`src/rtl/fwd_hazard_ctrl.sv`:
```
// EX-stage forwarding selector and load-use hazard controller.
// Picks the youngest in-flight writer per operand and stalls/bubbles ID on load-use.
module fwd_hazard_ctrl #(
    parameter int AW       = 5,
    parameter int NRP      = 2,
    parameter int NSTG     = 2,
    parameter int LOAD_LAT = 1
) (
    input  logic                        clk,
    input  logic                        rst_n,
    input  logic [NSTG-1:0]             stg_wr_en,
    input  logic [NSTG*AW-1:0]          stg_rd_addr,
    input  logic [NRP*AW-1:0]           ex_src_addr,
    output logic [NRP*$clog2(NSTG+1)-1:0] fwd_sel,
    input  logic                        ex_is_load,
    input  logic [AW-1:0]               ex_rd_addr,
    input  logic [NRP*AW-1:0]           id_src_addr,
    input  logic [NRP-1:0]              id_src_used,
    input  logic                        mem_busy,
    output logic                        stall,
    output logic                        bubble,
    output logic [15:0]                 stall_cnt
);

    localparam int SW = $clog2(NSTG+1);
    localparam bit MULTI_BUBBLE = (LOAD_LAT > 1);
    localparam logic [3:0] WAIT_INIT = MULTI_BUBBLE ? 4'(LOAD_LAT - 2) : 4'd0;

    typedef enum logic [0:0] {S_IDLE, S_WAIT} state_t;

    state_t      state_reg;
    logic [3:0]  cnt_reg;
    logic [15:0] stall_cnt_reg;
    logic [NRP-1:0] haz_vec;
    logic        haz;

    genvar gi, gk;
    generate
        for (gi = 0; gi < NRP; gi++) begin : g_opnd
            logic [NSTG-1:0] match;
            logic [SW-1:0]   sel;

            for (gk = 0; gk < NSTG; gk++) begin : g_stg
                assign match[gk] = stg_wr_en[gk]
                                && (stg_rd_addr[gk*AW +: AW] != '0)
                                && (stg_rd_addr[gk*AW +: AW] == ex_src_addr[gi*AW +: AW]);
            end

            // Scan oldest to youngest so the youngest match overwrites the rest.
            always_comb begin
                sel = '0;
                for (int k = NSTG - 1; k >= 0; k--) begin
                    if (match[k]) sel = SW'(k + 1);
                end
            end

            assign fwd_sel[gi*SW +: SW] = sel;
            assign haz_vec[gi] = id_src_used[gi]
                              && (id_src_addr[gi*AW +: AW] == ex_rd_addr);
        end
    endgenerate

    assign haz = ex_is_load && (ex_rd_addr != '0) && (|haz_vec);

    // Outputs are combinational on state so the stall lands in the hazard cycle itself.
    always_comb begin
        stall  = 1'b0;
        bubble = 1'b0;
        if (rst_n) begin
            case (state_reg)
                S_IDLE: begin
                    stall  = haz || mem_busy;
                    bubble = haz;
                end
                S_WAIT: begin
                    stall  = 1'b1;
                    bubble = 1'b1;
                end
                default: begin
                    stall  = 1'b0;
                    bubble = 1'b0;
                end
            endcase
        end
    end

    always_ff @(posedge clk or negedge rst_n) begin
        if (!rst_n) begin
            state_reg <= S_IDLE;
            cnt_reg   <= 4'd0;
        end else begin
            case (state_reg)
                S_IDLE: begin
                    if (haz && MULTI_BUBBLE) begin
                        state_reg <= S_WAIT;
                        cnt_reg   <= WAIT_INIT;
                    end
                end
                S_WAIT: begin
                    // The countdown keeps running under mem_busy; only the exit waits.
                    if (cnt_reg != 4'd0) begin
                        cnt_reg <= cnt_reg - 4'd1;
                    end else if (!mem_busy) begin
                        state_reg <= S_IDLE;
                    end
                end
                default: begin
                    state_reg <= S_IDLE;
                    cnt_reg   <= 4'd0;
                end
            endcase
        end
    end

    always_ff @(posedge clk or negedge rst_n) begin
        if (!rst_n) begin
            stall_cnt_reg <= 16'd0;
        end else if (stall && (stall_cnt_reg != 16'hFFFF)) begin
            stall_cnt_reg <= stall_cnt_reg + 16'd1;
        end
    end

    assign stall_cnt = stall_cnt_reg;

endmodule

```
`config.mk`:
```
export PLATFORM = sky130hd
export DESIGN_NAME = fwd_hazard_ctrl
export DESIGN_NICKNAME = d
export VERILOG_FILES = /design/src/rtl/fwd_hazard_ctrl.sv
export SDC_FILE = /design/constraint.sdc
export NUM_CORES = 1
export LEC_CHECK = 0
export ABC_AREA = 1
export BUFFER_PORTS_ARGS = -buffer_cell sky130_fd_sc_hd__buf_2
export CAP_MARGIN = 10
export CORE_MARGIN = 2
export CORE_UTILIZATION = 45
export CTS_BUF_LIST = sky130_fd_sc_hd__clkbuf_8
export DETAILED_ROUTE_END_ITERATION = 7
export PLACE_DENSITY = 0.74
export SLEW_MARGIN = 20
export SYNTH_ARGS = -nofsm -noshare
export SYNTH_HDL_FRONTEND = slang
export SYNTH_SLANG_ARGS = --single-unit
export TNS_END_PERCENT = 30
```
`constraint.sdc`:
```
create_clock -name clk -period 2.3 [get_ports clk]
set_input_delay 0.345 -clock clk [delete_from_list [all_inputs] [get_ports clk]]
set_output_delay 0.345 -clock clk [all_outputs]
set_load 0.03 [all_outputs]
```
After elaboration in Yosys (flattened, before gate mapping)
Cells that the tools add are included.
{"block": "totals", "mem_count": 0, "latch_bits": 0, "ramBits": 0, "inputBits": 43, "wordCells": 42, "out_inout_bits": 22, "register_bits": 21, "mem_bits_ro": 0}
{"block": "classes", "n_lt_le_gt_ge": 0, "n_reduce_logical": 18, "n_bitwise": 1, "eq_ne": 7, "n_mux": 11, "n_addsub": 2, "n_div": 0, "shift": 0, "multipliers": 0}
{"operator": "5-bit == test", "count": 6}
{"operator": "16-bit by 1-bit adder with 16-bit output, second input constant", "count": 1}
{"operator": "16-bit inequality test, second input constant", "count": 1}
{"operator": "5-bit nonzero test", "count": 3}
{"operator": "1-bit logical AND", "count": 11}
{"operator": "2-bit two-way mux", "count": 4}
{"operator": "1-bit two-way mux", "count": 5}
{"operator": "1-bit case mux with 2 select lines", "count": 2}
{"operator": "4-bit nonzero test", "count": 1}
{"operator": "4-bit by 1-bit subtractor with 4-bit output, second input constant", "count": 1}
{"operator": "2-bit AND reduction", "count": 1}
{"operator": "2-bit OR reduction", "count": 1}
{"operator": "1-bit logical OR", "count": 1}
{"operator": "1-bit inverter", "count": 1}

Logic depth before layout (Yosys ltp)
Gate-level depths: netlist of run 1.
{"block": "depth", "depth_word": 8, "depth_mapped": 12, "depth_no_buf": 11}

Worst setup path before layout of run 1
No wires, ideal clock.
{"block": "synth_path", "kind": "input-to-output", "startpoint": "in stg_rd_addr[0]", "endpoint": "out fwd_sel[1]", "required_time_ns": 1.955, "stages": 4, "path_buffers": 0, "slack_ns": 0.281, "t_arrival_ns": 1.674, "path_cell_list": "xnor2_1 > nand4_1 > nor3_1 > nor2_1"}
{"block": "synth_between", "elab_chain_len": 4, "elab_cells_between_ends": 5, "classes_between": "eq/ne (1); mux (1); reduce/logical (3)"}
{"element": "from (decl)", "line": "12", "source": "input logic [NSTG*AW-1:0] stg_rd_addr,"}
{"element": "5-bit nonzero test", "line": "45", "source": "&& (stg_rd_addr[gk*AW +: AW] != '0)"}
{"element": "1-bit logical AND", "line": "45"}
{"element": "1-bit logical AND (*)", "line": "46", "source": "&& (stg_rd_addr[gk*AW +: AW] == ex_src_addr[gi*AW +: AW]);"}
{"element": "2-bit two-way mux (*)", "line": "53", "source": "if (match[k]) sel = SW'(k + 1);"}
{"element": "to (decl)", "line": "14", "source": "output logic [NRP*$clog2(NSTG+1)-1:0] fwd_sel,"}
Every way passes the cells marked *; elsewhere a longest branch is shown, timed or not.

Worst setup path after layout of run 1
{"block": "layout_path", "startpoint": "in rst_n", "endpoint": "out bubble"}
{"block": "layout_between", "elab_chain_len": 1}
{"element": "from (decl)", "line": "10", "source": "input logic rst_n,"}
{"element": "1-bit two-way mux", "line": "69", "source": "if (rst_n) begin"}
{"element": "to (decl)", "line": "21", "source": "output logic bubble,"}
Every way passes these cells.

==> out/summary.txt, run 1 <==
Outcome = finished clean
Antenna Cells = 0
Router iterations before antenna repair = 4
Die area = 0.00438 mm^2
TritonCTS clock tree = built
Adder-cell share of the synthesized area = 0.0144
Hold_buf cts = 1
WL/cell = 10.7 um
Top FF cell, synth = dfrtp_1
Cts bufs inserted = 3
Final critical-path share of the clock period = 0.845
Max FFs per register = 16
Vias/cell = 4.84
I/O Pins = 65
Reg2Reg Capture Point = stall_cnt[15]$_DFFE_PN0P_
Worst r2r src = stall_cnt[0]$_DFFE_PN0P_
# DRC = 0
Starting density of the core = 0.472
Largest fanout on the critical path = 16
Die Wd = 66.2 um
Initial drt markers = 147
Syn avg cell area = 6.99 um^2
Fmax = 515 MHz
Synth async-reset ratio = 1.00
Min cycle time layout = 1.94 ns
Switch Pwr = 0.364 mW
Setup Fix Bufs, Post-CTS = 0
CTS max path bufs = 2
FF-to-FF path depth = 7
Comb pwr share = 0.324
Cells after Synth = 249
Setup TNS = 0 ns
Max Slew Vio Count = 0
IO buf count = 64
Finish-stage setup viols = 0
Power per cell area = 467 mW/mm^2
R2r setup slk = 0.44 ns
Clk sinks = 21
Pre-CTS setup slack = 0.411 ns
H-Tree Depth = 1
Area contributors post-synth = dfrtp_1 (30%), nand2_1 (16%), xnor2_1 (8.6%)
Gr ovfl total = 0
DP HPWL = 3120 um
#FFs+latches synth = 21
Sequential area share after synthesis = 0.302
Simple-Gate Fraction of Synth Area = 0.392
Layout Utilization = 0.585
Max VDD drop = 272 uV
Fin. Hold Viols = 0
CP Data Arrival Time = 1.60 ns
Largest area contributor in the netlist = dfrtp_1
Post-route setup slack = 0.357 ns
Commonest cells post-synth = nand2_1 (75), inv_1 (34), nand4_1 (23)
Sw frac = 0.361
Most common cell in the netlist = nand2_1
Root Driver = clkbuf_8
Max Cap Violations = 0
Cell Area, Synth = 0.00174 mm^2
Xor/xnor share of the synthesized area = 0.166
Mux cell area share after synthesis = 0
Global-route wire length before repair = 6740 um
Post-synthesis compound-gate area fraction = 0.0331
Worst Setup EP = bubble
Skew final = 0.00541 ns
Detailed-route wire length = 3890 um
Die height = 66.2 um
Number of synthesized flops with an enable pin = 0
RD Place Congestion = 0.796
Area Growth Syn to Fin = 23.9%
Worst-Margin Slew = 0.612 ns
Skew-Pair Late Insertion Delay = 0.26 ns
CP required = 1.96 ns
Total GRT Usage = 0.191
Hold crit path type = input pin to flip-flop
CP Capture Type = primary output
Synth top area share = 0.302
Worst-path clk slew = 0.07 ns
Relative slew slack = 0.588
Internal = 0.644 mW
Largest family of logic cells by synthesized area = simple AND/OR/NAND/NOR gates
Initial antenna violation count = 0
# nets final = 360
Share of layout cells above drive strength 1 = 0.242
Vias in the first global route = 1614
Post-CTS Resized = 0
Post-synth cell types = 25
Largest net degree at the start of global routing = 29
Sequential share of power = 0.444
Worst setup path start = rst_n
RSZ-0062 raised after global routing = false
Detail Route Antenna Nets = 0
Syn nets = 294
Critical path startpoint category = input pin
Core area = 0.00369 mm^2
Row count = 22
Leakage = 1.24 nW
Synth Warn # = 0
DR vias = 1752
Clock network power share = 0.232
Setup CP Type = input pin to primary output
## cell families (layout without fill, tap and decap cells)
| family | after synthesis | in the layout |
|---|---|---|
| AO/OA/AOI/OAI | 9 | 9 |
| XOR/XNOR | 33 | 33 |
| adder cells (fa/ha/maj) | 2 | 2 |
| buffers and inverters | 40 | 105 |
| flip-flops | 21 | 21 |
| AND/OR/NAND/NOR | 144 | 144 |
## how the worst min path moves through the flow
stage                     cells after the start  slack (ns)      from                     end
after floorplan                               0        0.05     rst_n  cnt_reg[0]$_DFFE_PN0P_
after global placement                        1        0.25     rst_n  cnt_reg[2]$_DFFE_PN0P_
after detailed placement                      1        0.25     rst_n     state_reg$_DFF_PN0_
after CTS                                     3        0.35  mem_busy     state_reg$_DFF_PN0_
after global routing                          3        0.38  mem_busy     state_reg$_DFF_PN0_
final                                         3        0.35  mem_busy     state_reg$_DFF_PN0_
## layout by cell type, fill, tap and decap left out, types with 3 or more instances in the layout
cell,Yosys,layout
nand2_1,75,75
buf_2,3,64
inv_1,34,35
nand4_1,23,23
dfrtp_1,21,21
nor2_1,19,19
xnor2_1,17,17
xor2_1,16,16
nand3_1,12,12
nor3_1,6,6
o21ai_0,5,5
clkbuf_8,0,3
## per-stage QoR
stage / hold slack (ns) / cells / instance area [um^2] / total power [mW]
final: 0.350 / 362 / 2160 / 1.01
after global routing: 0.384 / 362 / 2160 / 1.08
after CTS: 0.346 / 362 / 2160 / 1.02
after detailed placement: 0.248 / 357 / 2100 / 0.781
after global placement: 0.250 / 357 / 2100 / 0.777
after floorplan: 0.0494 / 249 / 1740 / 0.662
## area by class of cell
| type | count | area [um^2] |
|---|---|---|
| fillers | 367 | 1530 |
| multi-input cells | 188 | 1050 |
| flip-flops and latches | 21 | 526 |
| repair buffers | 67 | 345 |
| inverters | 34 | 128 |
| well taps | 48 | 60.1 |
| clock buffers | 3 | 41.3 |
| clock inverters | 1 | 3.75 |
## metal layers
metal,global-route usage,vias to the layer above,share of wire
met5,0,-,0
met4,0.0383,0,0.0044
met3,0.0290,2,0.057
met2,0.348,57,0.49
met1,0.238,758,0.45
li1,-,935,-
## critical path: stages
cell and delay, ns:
dlygate4sd3_1 0.52, buf_2 0.30, a21boi_0 0.20, buf_2 0.22
## power by group through the flow
| stage | clock network, mW | registers, mW | logic [mW] |
|---|---|---|---|
| final | 0.234 | 0.447 | 0.327 |
| after global routing | 0.261 | 0.455 | 0.366 |
| after CTS | 0.243 | 0.447 | 0.330 |
| after detailed placement | 0 | 0.454 | 0.327 |
| after global placement | 0 | 0.452 | 0.325 |
| after floorplan | 0 | 0.509 | 0.153 |
Power figures use the tool's default switching activity.
==> run 2: changes to the inputs <==
==> constraint.sdc (replaced) <==
create_clock -name clk -period 1.9 [get_ports clk]
set_input_delay 0.285 -clock clk [delete_from_list [all_inputs] [get_ports clk]]
set_output_delay 0.285 -clock clk [all_outputs]
set_load 0.03 [all_outputs]
==> run 2 against run 1 <==
  * Die area did not move
  * Combinational power is 28% higher
  * Sequential power rose by 20%
  * Via count rose by 2.7%
  * Cell count grew 1.1%
  * First-iteration DRC count is 25% lower
  * Worst hold slack worse by 0.081 ns
  * Sequential share of layout area fell by 0.57 points
  * Worst setup slack lost 0.19 ns
==> out/summary.txt, run 2 (same netlist as run 1, synthesis figures left out) <==
Die area = 0.00438 mm^2 (unchanged)
Final critical-path share of the clock period = 0.912
Finish-stage setup viols = 0 (unchanged)
Max Cap Violations = 0 (unchanged)
HP Start = mem_busy
# DRC = 0 (unchanged)
Critical path's slowest cell = dfrtp_1
Post-route setup slack = 0.167 ns (-0.190 ns)
CP Capture Type = flip-flop
Leakage = 1.26 nW (+2.0%)
DR vias = 1799 (+2.7%)
Worst path cell trace = ha_1 > nand3_2 > nor3_4 > nand4_4 > nand3_2 > nand2_1 > nand2_1
Row count = 22 (unchanged)
Root Driver = clkbuf_8
Hold crit path type = input pin to flip-flop
CP Data Arrival Time = 1.93 ns (+0.33 ns)
Router iterations before antenna repair = 4 (unchanged)
CTS max path bufs = 2 (unchanged)
Die height = 66.2 um (unchanged)
Worst-Margin Slew = 0.314 ns (-0.297 ns)
Max FFs per register = 16 (unchanged)
Worst path max stage delay = 0.42 ns (-0.10 ns)
Area Growth Syn to Fin = 26.9%
Power per cell area = 567 mW/mm^2 (+21%)
Skew-Pair Late Insertion Delay = 0.26 ns (about the same)
CP delay by family, top = simple AND/OR/NAND/NOR gates
Initial drt markers = 110 (-25%)
Cts bufs inserted = 3 (unchanged)
Worst-path clk slew = 0.08 ns (about the same)
Vias/cell = 4.92 (+1.6%)
TritonCTS clock tree = built
Fill count = 342 (-6.8%)
# nets final = 364 (+1.1%)
Skew final = 0.00450 ns (-0.000917 ns)
Vias in the first global route = 1718 (+6.4%)
Initial antenna violation count = 0 (unchanged)
DP HPWL = 3200 um (+2.5%)
Min cycle time layout = 1.73 ns
Most frequent cells in the layout = nand2_1 (75), buf_2 (64), inv_1 (34), nand4_1 (23), dfrtp_1 (21)
Most common cell after layout, fill and taps aside = nand2_1
Pre-CTS setup slack = 0.124 ns (-0.287 ns)
Worst setup path start = stall_cnt[1]$_DFFE_PN0P_
H-Tree Depth = 1 (unchanged)
Multi-input gate area = 0.00106 mm^2 (+0.71%)
Gr ovfl total = 0 (unchanged)
Fmax = 577 MHz
Detail Route Antenna Nets = 0 (unchanged)
Total GRT Usage = 0.194 (+0.00301)
Post-DP Area = 0.00214 mm^2 (+2.0%)
Setup TNS = 0 ns (unchanged)
Setup CP Type = flip-flop to flip-flop
Outcome = finished clean
WL/cell = 10.6 um (-1.4%)
RSZ-0062 raised after global routing = false
CP required = 2.10 ns (+0.14 ns)
Antenna Cells = 0 (unchanged)
Die Wd = 66.2 um (unchanged)
RD Place Congestion = 0.852 (+7.1%)
Detailed-route wire length = 3880 um (-0.36%)
Clk sinks = 21 (unchanged)
Crit path buf inv count = 0 (-3)
Largest net degree at the start of global routing = 27 (-6.9%)
Max Slew Vio Count = 0 (unchanged)
IO buf count = 64 (unchanged)
Share of layout cells above drive strength 1 = 0.258 (+0.0158)
Starting density of the core = 0.472 (unchanged)
I/O Pins = 65 (unchanged)
Sequential standard cell area = 526 um^2 (unchanged)
Final Hold Slack = 0.268 ns (-0.0813 ns)
Final Cell Area = 0.00221 mm^2 (+2.4%)
Critical path startpoint category = flip-flop
Fin. Hold Viols = 0 (unchanged)
Core area = 0.00369 mm^2 (unchanged)
Max VDD drop = 308 uV (+13%)
Largest fanout on the critical path = 13 (-3)
Setup Fix Bufs, Post-CTS = 0 (unchanged)
Worst r2r src = stall_cnt[1]$_DFFE_PN0P_
Global-route wire length before repair = 6830 um (+1.3%)
Relative slew slack = 0.788 (+0.201)
-- run 2: changes by cell type in the layout (fill, tap and decap cells not counted) --
cell      delta
buf_4        +3
buf_12       +1
clkinv_2     +1
inv_1        -1
o41ai_1      -1
o41ai_2      +1
-- run 2: final timing paths --
kind | endpoint | slack (ns) | cells past startpoint
min in group asynchronous | stall_cnt[2]$_DFFE_PN0P_ | 0.53 | 3
min reg2reg | cnt_reg[3]$_DFFE_PN0P_ | 0.47 | 1
min | state_reg$_DFF_PN0_ | 0.27 | 3
max reg2reg | stall_cnt[6]$_DFFE_PN0P_ | 0.17 | 7
max in group asynchronous | stall_cnt[12]$_DFFE_PN0P_ | 1.11 | 3
max | stall_cnt[6]$_DFFE_PN0P_ | 0.17 | 7
-- run 2: final cells by class --
| cell class | instances | area share |
|---|---|---|
| inverter | 34 | 0.0578 |
| clock inverter | 1 | 0.00227 |
| sequential | 21 | 0.238 |
| clock buffer | 3 | 0.0187 |
| timing repair buffer | 71 | 0.176 |
| multi-input combinational | 188 | 0.480 |
| tap | 48 | 0.0272 |
-- run 2: worst register-to-register path, cell delays in order, from the launching register on --
cell and delay (ns):
dfrtp_1 0.42, ha_1 0.23, nand3_2 0.14, nor3_4 0.27
nand4_4 0.19, nand3_2 0.27, nand2_1 0.09, nand2_1 0.07
-- run 2: per-stage QoR --
step	power [mW]	utilization	instances
detailed placement	0.964	0.581	361
finish	1.25	0.599	366
floorplan	0.802	-	249
CTS	1.27	0.597	366
global route	1.34	0.599	366
global placement	0.956	0.581	361
-- run 2: metal layers --
layer	part of all wire	GRT usage
met5	0	0
met1	0.45	0.227
met3	0.053	0.0273
met4	0.011	0.0638
met2	0.49	0.359
-- run 2: where the power goes --
part	switching (mW)	total (mW)	internal, mW
combinational	0.256	0.419	0.164
clock	0.151	0.297	0.146
sequential	0.0531	0.537	0.484
total	0.459	1.25	0.794
-- run 2: what timing repair did --
item | 4_1_cts | 5_1_grt
endpoints found under the setup margin | 0 | 1
gates resized for setup | 0 | 1
endpoints found under the hold margin | 8 | 0
hold buffers | 1 | 0
==> run 3: changes to the inputs <==
--- a/config.mk
+++ b/config.mk
@@ -5,14 +5,14 @@
 export SDC_FILE = /design/constraint.sdc
 export NUM_CORES = 1
 export LEC_CHECK = 0
-export ABC_AREA = 1
+export ABC_AREA = 0
 export BUFFER_PORTS_ARGS = -buffer_cell sky130_fd_sc_hd__buf_2
 export CAP_MARGIN = 10
 export CORE_MARGIN = 2
 export CORE_UTILIZATION = 45
 export CTS_BUF_LIST = sky130_fd_sc_hd__clkbuf_8
 export DETAILED_ROUTE_END_ITERATION = 7
-export PLACE_DENSITY = 0.74
+export PLACE_DENSITY = 0.77
 export SLEW_MARGIN = 20
 export SYNTH_ARGS = -nofsm -noshare
 export SYNTH_HDL_FRONTEND = slang
==> run 3 against run 2 <==
  * The run now ends with negative setup slack left
  * Wire length is 7.1% lower
  * Register-to-register slack got worse by 0.05 ns
  * Critical path depth down 1
  * Highest routed layer unchanged
  * Sequential cell count unchanged
==> out/summary.txt, run 3 <==
Synth async-reset ratio = 1.00 (unchanged)
#FFs+latches synth = 21 (unchanged)
Mux cell area share after synthesis = 0.0107 (+0.0107)
RSZ-0062 raised after global routing = true
Row count = 20 (-9.1%)
Core area = 0.00300 mm^2 (-19%)
Clock network power share = 0.203 (-0.034)
Global-route wire length before repair = 5790 um (-15%)
Vias in the first global route = 1391 (-19%)
CP Data Arrival Time = 1.62 ns (-0.31 ns)
Most common cell after layout, fill and taps aside = buf_2
Number of synthesized flops with an enable pin = 0 (unchanged)
Fmax = 525 MHz (-9.1%)
Relative slew slack = 0.730 (-0.0582)
Cts bufs inserted = 3 (unchanged)
Min cycle time layout = 1.91 ns (+0.173 ns)
# nets final = 281 (-23%)
Power per cell area = 703 mW/mm^2 (+24%)
Largest area contributor in the netlist = dfrtp_1
Initial drt markers = 77 (-30%)
GRT Max-Usage Layer = met2
GR Util met3 = 0.0368 (+0.00954)
Synth Warn # = 0 (unchanged)
Sequential share of power = 0.399 (-0.029)
CTS max path bufs = 2 (unchanged)
Leakage = 1.03 nW (-18%)
Area Growth Syn to Fin = 47.6%
Skew-Pair Late Insertion Delay = 0.26 ns (about the same)
Most common cell in the netlist = xor2_1
Final critical-path share of the clock period = 1.00 (+0.0912)
Max FFs per register = 16 (unchanged)
Skew final = 0.00717 ns (+0.00267 ns)
Cells after Synth = 147 (-41%)
DP HPWL = 2820 um (-12%)
Most frequent cells in the layout = buf_2 (59), xor2_1 (28), buf_4 (22), dfrtp_1 (19), xnor2_1 (18)
Syn avg cell area = 9.55 um^2 (+37%)
Internal = 0.906 mW (+14%)
Outcome = complete, but fails checks
Worst path max stage delay = 0.51 ns (+0.09 ns)
Sequential area share after synthesis = 0.374 (+0.0724)
Worst setup path start = ex_rd_addr[4]
Simple-Gate Fraction of Synth Area = 0.236 (-0.156)
Vias/cell = 5.23 (+6.4%)
Syn nets = 192 (-35%)
Switch Pwr = 0.551 mW (+20%)
Max Cap Violations = 0 (unchanged)
DR vias = 1402 (-22%)
Hold_buf cts = 0 (-1)
Finish-stage setup viols = 1 (+1)
Hold crit path type = input pin to asynchronous set/reset pin
Commonest cells post-synth = xor2_1 (28), dfrtp_1 (21), xnor2_1 (18)
Cell Area, Synth = 0.00140 mm^2 (-19%)
Setup CP Type = input pin to primary output
Comb pwr share = 0.398 (+0.063)
Die height = 59.9 um (-9.6%)
TritonCTS clock tree = built
Failing checks = negative setup slack
I/O Pins = 65 (unchanged)
Area contributors post-synth = dfrtp_1 (37%), xor2_1 (17%), xnor2_1 (11%)
Detail Route Antenna Nets = 0 (unchanged)
Antenna Cells = 0 (unchanged)
Detailed-route wire length = 3600 um (-7.1%)
Xor/xnor share of the synthesized area = 0.287 (+0.121)
Router iterations before antenna repair = 4 (unchanged)
Max VDD drop = 739 uV (+140%)
Worst r2r src = stall_cnt[0]$_DFFE_PN0P_
Initial antenna violation count = 0 (unchanged)
Post-synthesis compound-gate area fraction = 0.0579 (+0.0249)
GR met1 Demand/Resource = 0.253 (+0.0253)
Clk sinks = 21 (unchanged)
CP Capture Type = primary output
Die Wd = 59.9 um (-9.6%)
Root Driver = clkbuf_8
Gr ovfl total = 0 (unchanged)
Largest family of logic cells by synthesized area = XOR/XNOR gates
Synth top area share = 0.374 (+0.0724)
Sw frac = 0.378 (+0.0114)
Top FF cell, synth = dfrtp_1
Met2 usage = 0.394 (+0.0357)
Critical path's slowest cell = or4_1
CP required = 1.62 ns (-0.48 ns)
# DRC = 0 (unchanged)
Largest net degree at the start of global routing = 26 (-3.7%)
Fin. Hold Viols = 0 (unchanged)
Worst-path clk slew = 0.08 ns (about the same)
Final Hold Slack = 0.0182 ns (-0.250 ns)
Max Slew Vio Count = 0 (unchanged)
IO buf count = 64 (unchanged)
WL/cell = 13.4 um (+27%)
RD Place Congestion = 0.851 (-0.12%)
Worst path cell trace = buf_6 > or4_1 > o21a_1 > a211oi_4 > nor2b_1 > buf_4
Starting density of the core = 0.467 (-0.00435)
Largest fanout on the critical path = 2 (-11)
Worst-Margin Slew = 0.401 ns (+0.0869 ns)
H-Tree Depth = 1 (unchanged)
Die area = 0.00358 mm^2 (-18%)
Adder-cell share of the synthesized area = 0.0178 (+0.00345)
Layout Utilization = 0.690 (+0.0913)
Critical path startpoint category = input pin
Share of layout cells above drive strength 1 = 0.451 (+0.193)
Total GRT Usage = 0.213 (+0.0185)
Post-synth cell types = 28 (+12%)
Post-route setup slack = -0.00584 ns (-0.173 ns)
-- run 3: cell types whose count changed after synthesis, moves of 6 or more --
cell     before  now
nand2_1      75   16
inv_1        34    3
nand4_1      23    5
nor2_1       19    4
xor2_1       16   28
nor4_1        1    7
-- run 3: layer usage --
layer	vias up	wire length (um)	share of wire
met5	-	0	0
met4	0	32	0.0089
met3	4	168	0.047
met2	58	1910	0.53
met1	652	1490	0.41
li1	688	-	-
-- run 3: path summary, 6_finish.rpt --
check | endpoint | slack [ns] | depth (start not counted)
hold / removal | stall_cnt[14]$_DFFE_PN0P_ | 0.02 | 2
setup / recovery | stall | -0.006 | 6
hold reg to reg | stall_cnt[5]$_DFFE_PN0P_ | 0.49 | 1
min in group clk | state_reg$_DFF_PN0_ | 0.30 | 2
setup reg to reg | stall_cnt[15]$_DFFE_PN0P_ | 0.12 | 7
max in group asynchronous | stall_cnt[0]$_DFFE_PN0P_ | 1.62 | 2
-- run 3: kinds of logic after synthesis --
group / after synthesis
AOI/OAI and AO/OA: 11
DFF: 21
muxes: 1
xor gates and xnor gates: 46
and+or+nand+nor: 62
buffers and inverters: 4
adders and majority gates: 2
-- run 3: power by group through the flow --
stage | Sequential, mW | Clock (mW) | Combinational (mW)
2_1_floorplan | 0.718 | 0 | 0.203
3_3_place_gp | 0.589 | 0 | 0.556
3_5_place_dp | 0.590 | 0 | 0.567
4_1_cts | 0.582 | 0.297 | 0.579
5_1_grt | 0.593 | 0.320 | 0.629
6_report | 0.581 | 0.296 | 0.580
-- run 3: timing repair --
| item | CTS | global route |
|---|---|---|
| cloned | 0 | 0 |
| resized for setup | 7 | 8 |
| pin swaps | 3 | 2 |
| setup buffers | 2 | 0 |
| setup endpoints to repair | 3 | 11 |
-- run 3: layout make-up --
type | instances | area, um^2
well taps | 33 | 41.3
clock buffers | 3 | 41.3
fillers | 254 | 931
multi-input cells | 122 | 940
inverters | 3 | 11.3
repair buffers | 85 | 505
flip-flops and latches | 21 | 528
clock inverters | 1 | 5.00
-- run 3: worst max-delay path: cells and delay by family --
family	cells	cell delay (ns)
AND/OR/NAND/NOR	2	0.58
AO/OA/AOI/OAI	2	0.49
buffers and inverters	2	0.26
-- run 3: per-stage QoR --
step / setup TNS [ns] / worst slack, ns / area, um^2 / power, mW / cells
after floorplan: -0.0712 / -0.0240 / 1450 / 0.920 / 147
after global placement: -1.54 / -0.108 / 1950 / 1.14 / 262
after detailed placement: -2.51 / -0.161 / 1950 / 1.16 / 262
after CTS: -0.116 / -0.0611 / 2040 / 1.46 / 268
after global routing: -0.0900 / -0.0420 / 2070 / 1.54 / 268
final: -0.00584 / -0.00584 / 2070 / 1.46 / 268
